File: src/rtl/uart_rx_pkg.sv
// Shared types and constants for the FIFO-backed UART receiver.
// FSM state encoding and the layout of one queued receive entry.
package uart_rx_pkg;

  typedef enum logic [2:0] {
    ST_IDLE,
    ST_START,
    ST_DATA,
    ST_PARITY,
    ST_STOP1,
    ST_STOP2,
    ST_BREAK
  } rx_state_t;

  localparam int ENTRY_W    = 10;
  localparam int RATE_W_DEF = 19;

  typedef struct packed {
    logic       ferr;
    logic       perr;
    logic [7:0] data;
  } rx_entry_t;

endpackage

File: src/rtl/uart_rx_fifo_buf.sv
// First-word-fall-through FIFO; the head entry is visible combinationally.
// Pointers wrap naturally because DEPTH is a power of two.
module uart_rx_fifo_buf #(
  parameter int DEPTH = 16,
  parameter int W     = 10
) (
  input  logic                   clk,
  input  logic                   rst_n,
  input  logic                   push,
  input  logic                   pop,
  input  logic [W-1:0]           din,
  output logic [W-1:0]           dout,
  output logic                   full,
  output logic                   empty,
  output logic [$clog2(DEPTH):0] count
);

  localparam int AW = $clog2(DEPTH);
  localparam int CW = AW + 1;

  logic [W-1:0]  mem [DEPTH];
  logic [AW-1:0] wr_ptr;
  logic [AW-1:0] rd_ptr;
  logic          wr_en;
  logic          rd_en;

  assign full  = (count == CW'(DEPTH));
  assign empty = (count == '0);
  assign wr_en = push && (!full || pop);
  assign rd_en = pop && !empty;
  assign dout  = mem[rd_ptr];

  always_ff @(posedge clk) begin
    if (wr_en) mem[wr_ptr] <= din;
  end

  always_ff @(posedge clk or negedge rst_n) begin
    if (!rst_n) begin
      wr_ptr <= '0;
      rd_ptr <= '0;
      count  <= '0;
    end else begin
      if (wr_en) wr_ptr <= wr_ptr + AW'(1);
      if (rd_en) rd_ptr <= rd_ptr + AW'(1);
      count <= count + CW'(wr_en) - CW'(rd_en);
    end
  end

endmodule

File: src/rtl/uart_rx_fifo.sv
// UART receive engine feeding a FWFT FIFO with per-byte error flags.
// Break detection is built only when UART_RX_BREAK_DET_EN is defined.
module uart_rx_fifo
  import uart_rx_pkg::*;
#(
  parameter int RATE_W = RATE_W_DEF,
  parameter int DEPTH  = 16,
  parameter int CNT_W  = $clog2(DEPTH) + 1
) (
  input  logic              i_clk,
  input  logic              i_rst_n,
  input  logic              i_rx,
  input  logic              i_read,
  input  logic              i_eight,
  input  logic              i_pen,
  input  logic              i_ohel,
  input  logic              i_two_stop,
  input  logic [RATE_W-1:0] i_rate,
  output logic              o_rxrdy,
  output logic [7:0]        o_rx_dout,
  output logic              o_perr,
  output logic              o_ferr,
  output logic              o_ovf,
  output logic [CNT_W-1:0]  o_count,
  output logic              o_break
);

`ifdef UART_RX_BREAK_DET_EN
  localparam bit BRK_EN = 1'b1;
`else
  localparam bit BRK_EN = 1'b0;
`endif

  localparam int FCW = $clog2(DEPTH) + 1;

  logic              rx_meta;
  logic              rxs;
  logic              rxs_d;
  rx_state_t         state;
  logic [RATE_W-1:0] cnt;
  logic [2:0]        bit_idx;
  logic [7:0]        data;
  logic              perr;
  logic              ferr;
  logic              zeros;
  logic              brk;
  logic              tick;
  logic              last_bit;
  logic              push;
  logic              is_break;
  logic              stop_ferr;
  rx_entry_t         wr_ent;
  rx_entry_t         head;
  logic [ENTRY_W-1:0] head_raw;
  logic              full;
  logic              empty;
  logic [FCW-1:0]    fcount;

  always_ff @(posedge i_clk or negedge i_rst_n) begin
    if (!i_rst_n) begin
      rx_meta <= 1'b1;
      rxs     <= 1'b1;
      rxs_d   <= 1'b1;
    end else begin
      rx_meta <= i_rx;
      rxs     <= rx_meta;
      rxs_d   <= rxs;
    end
  end

  assign tick      = (cnt == '0);
  assign last_bit  = (bit_idx == {2'b11, i_eight});
  assign stop_ferr = !rxs || (state == ST_STOP2 && ferr);

  // Push happens on the final stop-sample edge, not a cycle later.
  always_comb begin
    push     = 1'b0;
    is_break = 1'b0;
    if (tick) begin
      case (state)
        ST_STOP1: begin
          is_break = BRK_EN && zeros && !rxs;
          push     = !i_two_stop || is_break;
        end
        ST_STOP2: push = 1'b1;
        default:  push = 1'b0;
      endcase
    end
  end

  assign wr_ent = '{ferr: stop_ferr,
                    perr: perr && !is_break,
                    data: data};

  always_ff @(posedge i_clk or negedge i_rst_n) begin
    if (!i_rst_n) begin
      state   <= ST_IDLE;
      cnt     <= '0;
      bit_idx <= '0;
      data    <= '0;
      perr    <= 1'b0;
      ferr    <= 1'b0;
      zeros   <= 1'b1;
      brk     <= 1'b0;
    end else begin
      brk <= 1'b0;
      if (state != ST_IDLE && state != ST_BREAK)
        cnt <= tick ? i_rate - RATE_W'(1) : cnt - RATE_W'(1);
      case (state)
        ST_IDLE: begin
          if (rxs_d && !rxs) begin
            cnt     <= i_rate >> 1;
            bit_idx <= '0;
            data    <= '0;
            perr    <= 1'b0;
            ferr    <= 1'b0;
            zeros   <= 1'b1;
            state   <= ST_START;
          end
        end
        ST_START: begin
          if (tick) state <= rxs ? ST_IDLE : ST_DATA;
        end
        ST_DATA: begin
          if (tick) begin
            data[bit_idx] <= rxs;
            zeros         <= zeros && !rxs;
            bit_idx       <= bit_idx + 3'd1;
            if (last_bit)
              state <= i_pen ? ST_PARITY : ST_STOP1;
          end
        end
        ST_PARITY: begin
          if (tick) begin
            perr  <= rxs ^ (^data) ^ i_ohel;
            zeros <= zeros && !rxs;
            state <= ST_STOP1;
          end
        end
        ST_STOP1: begin
          if (tick) begin
            ferr <= !rxs;
            if (is_break) begin
              brk   <= 1'b1;
              state <= ST_BREAK;
            end else begin
              state <= i_two_stop ? ST_STOP2 : ST_IDLE;
            end
          end
        end
        ST_STOP2: begin
          if (tick) state <= ST_IDLE;
        end
        ST_BREAK: begin
          if (rxs) state <= ST_IDLE;
        end
        default: state <= ST_IDLE;
      endcase
    end
  end

  uart_rx_fifo_buf #(
    .DEPTH (DEPTH),
    .W     (ENTRY_W)
  ) u_buf (
    .clk   (i_clk),
    .rst_n (i_rst_n),
    .push  (push),
    .pop   (i_read),
    .din   (wr_ent),
    .dout  (head_raw),
    .full  (full),
    .empty (empty),
    .count (fcount)
  );

  // Set wins over the clear from an accepted read.
  always_ff @(posedge i_clk or negedge i_rst_n) begin
    if (!i_rst_n)
      o_ovf <= 1'b0;
    else if (push && full && !i_read)
      o_ovf <= 1'b1;
    else if (i_read && !empty)
      o_ovf <= 1'b0;
  end

  assign head      = rx_entry_t'(head_raw);
  assign o_rxrdy   = !empty;
  assign o_rx_dout = empty ? 8'h00 : head.data;
  assign o_perr    = !empty && head.perr;
  assign o_ferr    = !empty && head.ferr;
  assign o_count   = CNT_W'(fcount);
  assign o_break   = BRK_EN && brk;

endmodule

File: config.mk
export PLATFORM = sky130hd
export DESIGN_NAME = uart_rx_fifo
export DESIGN_NICKNAME = d
export VERILOG_FILES = /design/src/rtl/uart_rx_pkg.sv /design/src/rtl/uart_rx_fifo_buf.sv /design/src/rtl/uart_rx_fifo.sv
export SDC_FILE = /design/constraint.sdc
export NUM_CORES = 1
export LEC_CHECK = 0
export CAP_MARGIN = 10
export CORE_ASPECT_RATIO = 2
export CORE_MARGIN = 5
export CORE_UTILIZATION = 60
export DETAILED_ROUTE_END_ITERATION = 8
export PLACE_DENSITY = 0.91
export SETUP_SLACK_MARGIN = 0.4
export SKIP_LAST_GASP = 1
export SLEW_MARGIN = 20
export SYNTH_ARGS = -nofsm -noshare
export SYNTH_HDL_FRONTEND = slang
export SYNTH_SLANG_ARGS = --single-unit
export TNS_END_PERCENT = 1
File: constraint.sdc
create_clock -name i_clk -period 6.6 [get_ports i_clk]
set_clock_uncertainty 0.05 [all_clocks]
set_input_delay 1.32 -clock i_clk [delete_from_list [all_inputs] [get_ports i_clk]]
set_output_delay 1.32 -clock i_clk [all_outputs]
set_load 0.01 [all_outputs]
* Word level (Yosys, flattened, before mapping)
Memory sizes are Yosys's and may differ from the RTL's.
Index checks and enable logic that the tools add are counted.
** Operators by class
- Add/subtract/negate cells :: 7
- Order comparisons :: 2
- Equality and inequality tests :: 17
- Mux-type cells :: 37
- Bitwise gates (word level) :: 2
- Reduce and logical (&&, ||, !) cells :: 30
** Operators with widths (count)
- 19-bit two-way mux :: 4
- 19-bit by 1-bit subtractor with 19-bit output (second input constant) :: 2
- 3-bit two-way mux :: 12
- 8-bit two-way mux :: 3
- 3-bit case mux with 7 select lines :: 1
- 19-bit logical NOT :: 1
- 2-bit != test (second input constant) :: 8
- 8-bit case mux with 2 select lines :: 1
- 1-bit logical AND :: 10
- 3-bit equality test (second input constant) :: 3
- 1-bit two-way mux :: 9
- 3-bit AND reduction :: 3
- 4-bit by 1-bit adder with 4-bit output (second input constant) :: 2
- 8-bit bitwise mux :: 1
- 8-bit AND reduction :: 1
- 2-bit nonzero test :: 4
- 8-bit XOR reduction :: 1
- 3-bit by 2-bit equality test with 1-bit output (second input constant) :: 2
- 1-bit case mux with 2 select lines :: 3
- 3-bit case mux with 2 select lines :: 1
- 5-bit by 1-bit adder with 5-bit output :: 1
- 5-bit equality test (second input constant) :: 1
- 1-bit logical NOT :: 5
- 5-bit logical NOT :: 1
- 13 further kinds :: 15
** Storage, ports and cells
- Flip-flop bits (word level) :: 52
- Memory bits (writable) :: 160
- Bits of input ports :: 27
- Output and inout bits :: 18
- Word-level logic and storage cells :: 109
- Memories :: 1
** Memories
- u_buf.mem :: depth 16, bits a word 10, read ports 1, clocked after memory_dff 0, write ports 1, RTL line uart_rx_fifo_buf.sv:21 : logic [W-1:0] mem [DEPTH];

* Logic depth before layout (Yosys ltp)
- Word-level depth :: 7
- Depth in mapped cells :: 16
- Gate-level depth less buffers :: 15

* Cells and area by module
Synthesis repeated with hierarchy kept, for this count alone.
** Second synthesis, totals
- Cell total of the unflattened synthesis :: 726
- Area, all modules :: 9908.3 um^2
** Modules (own cells, without submodules)
- uart_rx_fifo_buf :: times used 1, cells an instance 374, area an instance 6940.4 um^2, sequential area each 5129.9 um^2
- uart_rx_fifo :: times used 1, cells an instance 352, area an instance 2967.8 um^2, sequential area each 979.7 um^2

* Worst setup path after synthesis
No wires, ideal clock.
- Path type :: input-to-reg
- Start :: input i_two_stop
- End :: memory u_buf.mem[1][0], enable pin
- Library setup time :: 0.404 ns
- Arrival time :: 2.988 ns
- Data required time :: 6.146 ns
- Setup slack :: 3.158 ns
- Stages on the path :: 5
- Path buffers :: 1
- Cells stage by stage :: inv_1 > o21ai_0 > or3_1 > buf_6 > nor4_1
** Between the ends
- Word-level cells in the longest chain between the ends :: 6
** RTL lines
- start: declaration :: RTL line uart_rx_fifo.sv:17 : input logic i_two_stop,
- 1-bit logical NOT :: RTL line uart_rx_fifo.sv:83 : push = !i_two_stop || is_break;
- 1-bit case mux with 2 select lines :: RTL line uart_rx_fifo.sv:80 : case (state)
- 1-bit two-way mux :: RTL line uart_rx_fifo.sv:79 : if (tick) begin
- 1-bit logical AND :: RTL line uart_rx_fifo_buf.sv:29 : assign wr_en = push && (!full || pop);
- 1-bit two-way mux :: RTL line uart_rx_fifo_buf.sv:34 : if (wr_en) mem[wr_ptr] <= din;
- 1-bit two-way mux (not written as such) :: RTL line uart_rx_fifo_buf.sv:34
- end: declaration :: RTL line uart_rx_fifo_buf.sv:21
Every way passes these cells.

* Worst setup path after layout
- Start :: register u_buf.rd_ptr[0]
- End :: output o_rx_dout[3]
** Between the ends
- Word-level cells in the longest chain between the ends :: 2
** RTL lines
- start: declaration :: RTL line uart_rx_fifo_buf.sv:23 : logic [AW-1:0] rd_ptr;
- start signal: assignment :: RTL line uart_rx_fifo_buf.sv:44 : if (rd_en) rd_ptr <= rd_ptr + AW'(1);
- memory read 16 x 10 bit
- 8-bit two-way mux :: RTL line uart_rx_fifo.sv:189 : assign o_rx_dout = empty ? 8'h00 : head.data;
- end: declaration :: RTL line uart_rx_fifo.sv:20 : output logic [7:0] o_rx_dout,
Every way passes these cells.

==> impl_metrics.tcl <==
set metrics [dict create \
    dieHeight_um 190 \
    pwr-share-comb_pct 18.5 \
    min_from "rx_meta$_DFF_PN1_" \
    core_um2 16100 \
    grt_pass1_wl_um 35800 \
    io_pins 45 \
    layout.nets 735 \
    p_clk_share_pct 32.4 \
    startpoint "u_buf.rd_ptr[0]$_DFFE_PN0P_" \
    internal-power_mw 2.50 \
    clockRootBuffer "clkbuf_16" \
    cts_buffers 18 \
    end_kind "output port" \
    diodes 0 \
    synth_edf_count 160 \
    drt_iter0_drc 716 \
    clkLatencyLatePin_ns 0.49 \
    clock_path_buffers 3 \
    ff2ff_setup_slack_ns 2.58 \
    clk_pin_slew_ns 0.07 \
    wl_per_cell_um 25.3 \
    synthCells 662 \
    worstPathArrival_ns 3.42 \
    synthDistinctLibCells 71 \
    cpMostUsedCell "mux4_2" \
    ctsResizeCount 0 \
    switching_share_pct 27.3 \
    ys.warnings.count 0 \
    worst_pin_slew_ns 1.08 \
    cts_hold_buf 0 \
    drtPass1Iterations 5 \
    grt_pass1_vias 6228 \
    synth_nets 703 \
    grt_overflow_total 0 \
    grtUsageTotal_pct 24.9 \
    final_util_pct 68.2 \
    finalSetupViolCount 0 \
    reg2reg_depth 7 \
    r2r-end "u_buf.mem[11][7]$_DFFE_PP_" \
    path_cells "buf_4 -> mux4_2 -> mux4_2 -> nor2b_1 -> clkdlybuf4s50_1" \
    cts_tree "done" \
    seqPwrFrac_pct 49.2 \
    crit_fanout 32 \
    via_count 6226 \
    vias_per_cell 6.84 \
    synthFlopType "edfxtp_1" \
    relSlewSlack_pct 27.4 \
    async_flop_share_pct 24.5 \
    crit_type "flop to output port" \
    syn_avg_cell_area_um2 14.7 \
    fillerInstances 1002 \
    hold_violations 0 \
    irDropWorstVdd_uv 190 \
    ant_nets 0 \
    synthToLayoutAreaGrowth_pct 12.9 \
    cts-htree-levels 1 \
    rsz0062_at_grt "false" \
    status "finished clean" \
    hold_path_class "flop to flop" \
    fin_setup_tns_ns 0 \
    ys_seq_elements 212 \
    hold-path-endpoint "rxs$_DFF_PN1_" \
    start_kind "flop" \
    powerDensity_nw_per_um2 313 \
    layout_min_cycle_time_ns 4.79 \
    grt_max_degree 53 \
    wl_um 23000 \
    rr_startpoint "cnt[3]$_DFF_PN0_" \
    p_sw_mw 0.937 \
    synth_area_um2 9720 \
    multi_input_area_um2 3430 \
    cap_viol_max_count 0 \
    detailed_place_hpwl_um 14000 \
    cts_setup_buffers 0 \
    worstPathRequired_ns 5.23 \
    dieArea_um2 19000 \
    slew_violations 0 \
    start_util_pct 60.4 \
    clock-sinks 212 \
    die_x_um 100 \
    io_buffers 43 \
    max_freq_mhz 209 \
    slowest_delay_ns 0.83 \
    drive_gt1_share_pct 16.3 \
    crit_path_top_delay_cell "dfrtp_4" \
    drc 0 \
    rows 66 \
    gp_congestion 0.905 \
    grt_antenna_before_repair 0 \
    hold_depth 0 \
    leakagePower_nw 3.85 \
    regArea_um2 6110 \
    fin_crit_sh_pct 72.6 \
    synth-seq-area-share_pct 62.8 \
]
## cells by family (layout without fill, tap and decap cells)
kind of cell / count (synthesis) / after routing / synth area share, %
AO/OA/AOI/OAI: 109 / 109 / 7.54
XOR/XNOR: 27 / 27 / 2.43
adder cells (fa/ha/maj): 14 / 14 / 1.88
buffers and inverters: 60 / 104 / 2.61
flip-flops: 212 / 212 / 62.8
multiplexers: 62 / 62 / 12.9
other: 1 / 1 / 0.0386
AND/OR/NAND/NOR: 177 / 177 / 9.79
## how the worst max path moves through the flow
stage / endpoint / slack, ns / depth (start not counted)
final: o_rx_dout[3] / 1.81 / 5
after global routing: o_rx_dout[3] / 1.59 / 5
after CTS: o_rx_dout[3] / 1.45 / 5
after detailed placement: o_rx_dout[3] / 2.00 / 5
after global placement: o_rx_dout[3] / 2.13 / 5
after floorplan: u_buf.mem[1][0]$_DFFE_PP_ / 3.16 / 5
## final cells by class
cell class                      instances  area share (%)
Inverter                               23           0.832
Sequential cell                       212            55.7
Multi-Input combinational cell        390            31.2
Timing Repair Buffer                   49            4.29
Clock inverter                          4           0.707
Clock buffer                           28            4.91
Tap cell                              204            2.33
## cell usage in the layout, fill, tap and decap left out, types with 5 or more instances in the layout
cell	n
buf_4	6
clkbuf_16	19
nor2b_1	13
a211oi_1	5
a31oi_1	6
nand4_1	5
nand2_1	33
xor2_1	8
ha_1	13
o21ai_0	17
and2_1	8
nor4_1	5
xnor2_1	19
mux4_2	50
mux2i_1	9
nor2_1	42
nand3_1	14
clkdlybuf4s50_1	42
clkbuf_1	6
o211ai_1	5
edfxtp_1	160
o22ai_1	8
inv_1	22
or3_1	6
a21oi_1	28
nor3_1	16
dfrtp_1	47
## metrics by stage
step           cell area (um^2)  hold WS, ns  setup slack (ns)  power, mW  cells
3_3_place_gp              10300        0.296              2.13       2.29    878
4_1_cts                   11000        0.312              1.45       3.45    910
5_1_grt                   11000        0.319              1.59       3.58    910
3_5_place_dp              10300        0.301              2.00       2.33    878
6_report                  11000        0.309              1.81       3.44    910
2_1_floorplan              9720        0.295              3.16       2.11    662
## worst max-delay path: cells and delay by family (launching register included)
kind	cells	cell delay, ns
DFF	1	0.83
and+or+nand+nor	1	0.14
buffers and inverters	2	0.88
muxes	2	1.04
## state kept, by name, indices dropped and copies added, names as in the netlist, 3 cells and up
register and cells:
bit_idx 3, u_buf.rd_ptr 4, u_buf.mem 160, state 3, u_buf.count 5, u_buf.wr_ptr 4, data 8, cnt 19
## power by group through the flow
stage	registers, mW	logic [mW]	clock network (mW)
final	1.69	0.635	1.11
after global routing	1.71	0.683	1.18
after CTS	1.69	0.639	1.12
after detailed placement	1.71	0.619	0
after global placement	1.70	0.591	0
after floorplan	1.57	0.537	0
## metal layers
layer / routed length [um] / track usage, %
met5: 0 / 0
met4: 903 / 9.24
met2: 12100 / 42.5
met1: 8000 / 31.9
met3: 2020 / 4.11
## Yosys cell counts (8+ instances only)
master    instances  share of area, %
nand3_1          14              0.72
nand2_1          33               1.3
nor4_1            9              0.58
edfxtp_1        160                49
nor2b_1          13              0.84
dfrtp_1          49                13
mux4_2           50                12
o22ai_1           8              0.51
nor3_1           16              0.82
o21ai_0          17              0.88
a21oi_1          28               1.4
xnor2_1          19               1.7
ha_1             13               1.7
and2_1            8              0.51
inv_1            22              0.85
buf_2            10              0.51
nor2_1           45               1.7
mux2i_1           9              0.93
xor2_1            8              0.72
clkbuf_1         23              0.89
No activity file was read; power rests on OpenSTA's default activity.
